$ cat src/rtl/hc_gate_bank.sv
// rtl/hc_gate_bank.sv - bank of synchronised, glitch-filtered, run-time selectable 2-input gates
module hc_gate_bank #(
    parameter int CH   = 4,
    parameter int FILT = 2
) (
    input  logic          CLK,
    input  logic          RST,
    input  logic [CH:1]   A,
    input  logic [CH:1]   B,
    input  logic [1:0]    MODE,
    input  logic          OE,
    output logic [CH:1]   Y,
    output logic [CH:1]   CHG
);

    localparam int CW = $clog2(FILT + 1);
    localparam logic [CW-1:0] CNT_LAST = CW'(FILT - 1);

    typedef enum logic [1:0] {
        GATE_AND  = 2'b00,
        GATE_OR   = 2'b01,
        GATE_XOR  = 2'b10,
        GATE_NAND = 2'b11
    } gate_mode_e;

    logic [CH:1]   a_s1_q, a_s2_q;
    logic [CH:1]   b_s1_q, b_s2_q;
    logic [CH:1]   acc_a_q, acc_a_d;
    logic [CH:1]   acc_b_q, acc_b_d;
    logic [CW-1:0] cnt_q [CH:1];
    logic [CW-1:0] cnt_d [CH:1];
    logic [CH:1]   y_q, y_d;
    logic [CH:1]   chg_q, chg_d;

    function automatic logic gate_fn(input logic [1:0] mode, input logic a, input logic b);
        logic r;
        r = 1'b0;
        case (gate_mode_e'(mode))
            GATE_AND:  r = a & b;
            GATE_OR:   r = a | b;
            GATE_XOR:  r = a ^ b;
            GATE_NAND: r = ~(a & b);
            default:   r = 1'b0;
        endcase
        return r;
    endfunction

    // The filter compares against the accepted pair, not the previous sample,
    // so a pair that wanders while pending keeps counting toward acceptance.
    always_comb begin
        acc_a_d = acc_a_q;
        acc_b_d = acc_b_q;
        for (int i = 1; i <= CH; i++) begin
            cnt_d[i] = '0;
            if ((a_s2_q[i] != acc_a_q[i]) || (b_s2_q[i] != acc_b_q[i])) begin
                if (cnt_q[i] == CNT_LAST) begin
                    acc_a_d[i] = a_s2_q[i];
                    acc_b_d[i] = b_s2_q[i];
                end else begin
                    cnt_d[i] = cnt_q[i] + CW'(1);
                end
            end
        end
    end

    always_comb begin
        y_d = '0;
        for (int i = 1; i <= CH; i++) begin
            y_d[i] = OE ? gate_fn(MODE, acc_a_q[i], acc_b_q[i]) : 1'b0;
        end
        chg_d = y_d ^ y_q;
    end

    always_ff @(posedge CLK or posedge RST) begin
        if (RST) begin
            a_s1_q  <= '0;
            a_s2_q  <= '0;
            b_s1_q  <= '0;
            b_s2_q  <= '0;
            acc_a_q <= '0;
            acc_b_q <= '0;
            y_q     <= '0;
            chg_q   <= '0;
            for (int i = 1; i <= CH; i++) begin
                cnt_q[i] <= '0;
            end
        end else begin
            a_s1_q  <= A;
            a_s2_q  <= a_s1_q;
            b_s1_q  <= B;
            b_s2_q  <= b_s1_q;
            acc_a_q <= acc_a_d;
            acc_b_q <= acc_b_d;
            y_q     <= y_d;
            chg_q   <= chg_d;
            for (int i = 1; i <= CH; i++) begin
                cnt_q[i] <= cnt_d[i];
            end
        end
    end

    assign Y   = y_q;
    assign CHG = chg_q;

endmodule

$ cat config.mk
export PLATFORM = sky130hd
export DESIGN_NAME = hc_gate_bank
export DESIGN_NICKNAME = d
export VERILOG_FILES = /design/src/rtl/hc_gate_bank.sv
export SDC_FILE = /design/constraint.sdc
export NUM_CORES = 1
export LEC_CHECK = 0
export BUFFER_PORTS_ARGS = -buffer_cell sky130_fd_sc_hd__buf_2
export CAP_MARGIN = 10
export CORE_UTILIZATION = 25
export CTS_CLUSTER_DIAMETER = 50
export DETAILED_ROUTE_END_ITERATION = 8
export GPL_TIMING_DRIVEN = 0
export PLACE_DENSITY_LB_ADDON = 0.2
export SYNTH_ARGS = -nofsm -noshare
export SYNTH_HDL_FRONTEND = slang
export SYNTH_SLANG_ARGS = --single-unit
$ cat constraint.sdc
create_clock -name CLK -period 1.85 [get_ports CLK]
set_input_delay 0.2775 -clock CLK [delete_from_list [all_inputs] [get_ports CLK]]
set_output_delay 0.2775 -clock CLK [all_outputs]
set_load 0.05 [all_outputs]
# == Word-level counts from Yosys, hierarchy flattened ==
# Cells that the tools add are included.
# totals
register_bits,40
inputBits,13
out_inout_bits,8
wordCells,79
# classes
addsub,4
eq_ne,15
muxes,16
n_bitwise,17
n_reduce_logical,9
# op_table
cell,count
$mux W2,8
$pmux W1 S4,4
$eq A2 B1 Y1 const B,5
$add A2 B1 Y2 const B,4
$ne A1 B1 Y1,8
$reduce_and A2 Y1,4
$and A1 B1 Y1,4
$eq A2 B2 Y1 const B,2
$logic_or A1 B1 Y1,4
$mux W1,4
$not A1 Y1,4
$or A1 B1 Y1,4
$xor A1 B1 Y1,4
$xor A4 B4 Y4,1
$logic_not A2 Y1,1

# == Logic depth before layout (Yosys ltp) ==
# depth
ltp_word,5
depth_mapped,6
ltp_nobuf,6

# == Worst setup path before layout ==
# Ideal clock, no wire load.
# synth_path
path_kind,reg-to-reg
from,register acc_a_q[3] (netlist bit)
to,register chg_q (netlist bit CHG[3])
setup_time_ns,0.082
arrival_time_ns,1.186
required_time_ns,1.768
path_slack_ns,0.582
path_stages_with_launch,6
n_path_buf,0
period_less_slack_ns,1.268
path_cell_list,dfrtp_1 ha_1 and2b_1 o21ai_1 a31oi_2 xor2_1
# synth_between
elab_chain_cells,5
elab_cells_between_ends,7
cone_classes,mux: 2; bitwise: 5
# synth_lines
element,line,text
"start, declared",28,"logic [CH:1] acc_a_q, acc_a_d;"
"start signal, assigned",80,acc_a_q <= '0;
"start signal, assigned",92,acc_a_q <= acc_a_d;
$and A1 B1 Y1,"39, 42",
$not A1 Y1,42,GATE_NAND: r = ~(a & b);
$pmux W1 S4 *,38,case (gate_mode_e'(mode))
$mux W1 *,69,"y_d[i] = OE ? gate_fn(MODE, acc_a_q[i], acc_b_q[i]) : 1'b0;"
net y_d (one bit),32,"logic [CH:1] y_q, y_d;"
$xor A4 B4 Y4 *,71,chg_d = y_d ^ y_q;
net chg_d (one bit),33,"logic [CH:1] chg_q, chg_d;"
"end signal, assigned",95,chg_q <= chg_d;
"end, declared",33,
# The timed path passes the listed nets; every way through them passes the cells marked *.
# A chain may end at the register's enable or synchronous reset.

# == Worst setup path after layout ==
# Ends and elaborated chain as after synthesis.

==> impl_metrics.tcl <==
set metrics [dict create \
    relSlewSlack_pct 45.32 \
    initial_core_util_pct 26.32 \
    grt_pass1_wl_um 4188 \
    intPower_w 0.001956 \
    synth_top_cells_by_count "dfrtp_1, inv_1, nand2_1" \
    dieArea_mm2 0.006628 \
    cts-resized-gates 0 \
    ys.flop_type "dfrtp_1" \
    yosysMostFrequentCell "dfrtp_1" \
    syn_avg_cell_area_um2 13.36 \
    vias 888 \
    critPathTopFamily "flip-flops" \
    power_frac_comb_pct 33.2 \
    io_pins 21 \
    cts_root_buf "clkbuf_8" \
    port_buffers 19 \
    wl_per_cell_um 10.62 \
    rsz0062_at_grt "false" \
    area_delta_synth_final_pct 20.00 \
    syn_nets 139 \
    setup-tns-final_ns 0 \
    tritoncts "built" \
    required_ns 2.07 \
    drv_cap 0 \
    clk_latency_ns 0.29 \
    ir_drop_uv 536.7 \
    grt_max_degree 41 \
    routabilityCongestion 0.6886 \
    synthesis.instances 118 \
    worstMarginPinSlew_ns 0.8191 \
    finalSetupViolations 0 \
    crit_slowest_cell "dfrtp_1" \
    totalWireLength_um 2337 \
    clk_path_buf_depth 2 \
    core_area_mm2 0.005991 \
    async_reset_ff_share_pct 100.0 \
    cts_buffers 5 \
    drcViolationCount 0 \
    power_switching_w 0.001051 \
    cts.sinks 40 \
    postPlaceCellArea_mm2 0.001765 \
    path_buf_inv 0 \
    drt.antenna.violating_nets 0 \
    grt_pass1_vias 955 \
    die_w_um 81.41 \
    clock_skew_ns 0.009318 \
    firstDrtPassIters 4 \
    postLayoutCellArea_mm2 0.001892 \
    drive_above_1_share_pct 25.52 \
    synth-edff-count 0 \
    arrival_ns 1.58 \
    grt_use_total_pct 8.728 \
    hold_buffers 0 \
    netSwitchingFraction_pct 34.94 \
    path_clk_slew_ns 0.08 \
    antenna_found_initial 0 \
    fmax_ghz 0.7327 \
    h-tree-depth 2 \
    cp-start-kind "flop" \
    syn-cell-area_mm2 0.001577 \
    fin_nets 165 \
    clockPowerShare_pct 25.6 \
    via_per_inst 4.036 \
    hold_ws_ns 0.08552 \
    p_leak_nw 0.9177 \
    cp_max_fo 4 \
    yosysWarnings 0 \
    status "finished clean" \
    report.final.hold_viol_count 0 \
    yosys-top-cells-area "dfrtp_1, ha_1, xnor2_1" \
    crit_type "flop to flop" \
    cp_slowest_stage_delay_ns 0.41 \
    n_antenna_cell 0 \
    synth_top_cell_by_area "dfrtp_1" \
    period_needed_ns 1.365 \
    hp-class "input port to flop" \
    synth_seq_area_share_pct 63.49 \
    synth_top_area_share_pct 63.49 \
    drt_iter0_markers 31 \
    cts_setup_buffers 0 \
    drv_slew 0 \
    power_density_mw_per_mm2 1589 \
    overflow 0 \
    path_cells "ha_1 -> and2b_1 -> o21ai_1 -> a31oi_2 -> xor2_1" \
    rows 28 \
    hpwl_um 1649 \
    die_h_um 81.41 \
    cp-end-kind "flop" \
    pwr-share-seq_pct 41.2 \
    synth_seq_cells 40 \
    period_share_pct 73.78 \
    synth_cell_type_count 20 \
]
==> layout make-up <==
cell class | count | area [um2]
buffer | 1 | 11.26
multi-input combinational | 67 | 526.8
tap | 75 | 93.84
clock buffer | 7 | 96.34
inverter | 10 | 37.54
sequential | 40 | 1001
timing repair buffer | 19 | 95.09
clock inverter | 1 | 30.03
fill | 592 | 4099
==> stage by stage <==
stage	std cells	setup slack, ns	power [W]	utilization [%]
final	220	0.4851	0.003007	31.58
after global routing	220	0.3540	0.003236	31.58
after CTS	220	0.4752	0.003063	31.58
after detailed placement	212	0.4960	0.002273	29.47
after global placement	212	0.2122	0.002226	29.47
after floorplan	118	0.5821	0.002040	-
==> worst paths after layout <==
kind	from	end	cells past startpoint	slack, ns
setup / recovery	acc_a_q[3]$_DFFE_PP0P_	CHG[3]$_DFF_PP0_	5	0.49
max in group asynchronous	RST	acc_a_q[1]$_DFFE_PP0P_	2	1.19
hold reg to reg	a_s1_q[2]$_DFF_PP0_	a_s2_q[2]$_DFF_PP0_	0	0.34
hold / removal	A[3]	a_s1_q[3]$_DFF_PP0_	1	0.09
min in group asynchronous	RST	acc_b_q[3]$_DFFE_PP0P_	2	0.15
setup reg to reg	acc_a_q[3]$_DFFE_PP0P_	CHG[3]$_DFF_PP0_	5	0.49
==> power by group through the flow <==
| stage | clock network, W | registers, W | logic [W] |
|---|---|---|---|
| global route | 0.000833 | 0.00127 | 0.00113 |
| global placement | 0 | 0.00124 | 0.000982 |
| CTS | 0.000801 | 0.00124 | 0.00102 |
| detailed placement | 0 | 0.00126 | 0.00101 |
| floorplan | 0 | 0.00148 | 0.000557 |
| finish | 0.000770 | 0.00124 | 0.000998 |
==> sequential cells by signal, summed over array words and instances, names as in the netlist <==
| name | flops |
|---|---|
| acc_b_q | 4 |
| a_s1_q | 4 |
| CHG | 4 |
| Y | 4 |
| b_s2_q | 4 |
| b_s1_q | 4 |
| a_s2_q | 4 |
| cnt_q | 8 |
| acc_a_q | 4 |
==> layer usage <==
metal  share of wire, %  track usage (%)  vias to the layer above
li1                   -                -                      428
met1                 45            10.18                      432
met2                 47            13.75                       20
met3                5.1            2.667                        8
met4                3.0            5.893                        0
met5                  0                0                        -
==> placed cells by master (no fill, tap or decap) <==
| cell | instances |
|---|---|
| nand3b_1 | 1 |
| clkbuf_8 | 7 |
| a21oi_1 | 5 |
| xnor2_1 | 8 |
| xor2_1 | 4 |
| mux2i_1 | 3 |
| and2_1 | 4 |
| buf_2 | 19 |
| o21ai_1 | 1 |
| mux2_4 | 3 |
| o22ai_2 | 3 |
| inv_1 | 9 |
| inv_2 | 1 |
| ha_1 | 8 |
| nand2_1 | 10 |
| bufinv_16 | 1 |
| dfrtp_1 | 40 |
| or2b_4 | 1 |
| and2b_1 | 1 |
| a31oi_2 | 1 |
| buf_6 | 1 |
| o21ai_0 | 8 |
| nand2b_1 | 1 |
| nor2b_1 | 5 |
==> cells by family (layout without fill, tap and decap cells) <==
| logic type | after synthesis | count (layout) | synth area share, % |
|---|---|---|---|
| adders and majority gates | 8 | 8 | 6.349 |
| DFF | 40 | 40 | 63.49 |
| muxes | 6 | 6 | 4.762 |
| xor gates and xnor gates | 12 | 12 | 6.667 |
| and+or+nand+nor | 23 | 23 | 8.016 |
| AOI/OAI and AO/OA | 18 | 18 | 7.619 |
| buffers and inverters | 11 | 38 | 3.095 |
Note: power is estimated with default switching activity, not from simulation.
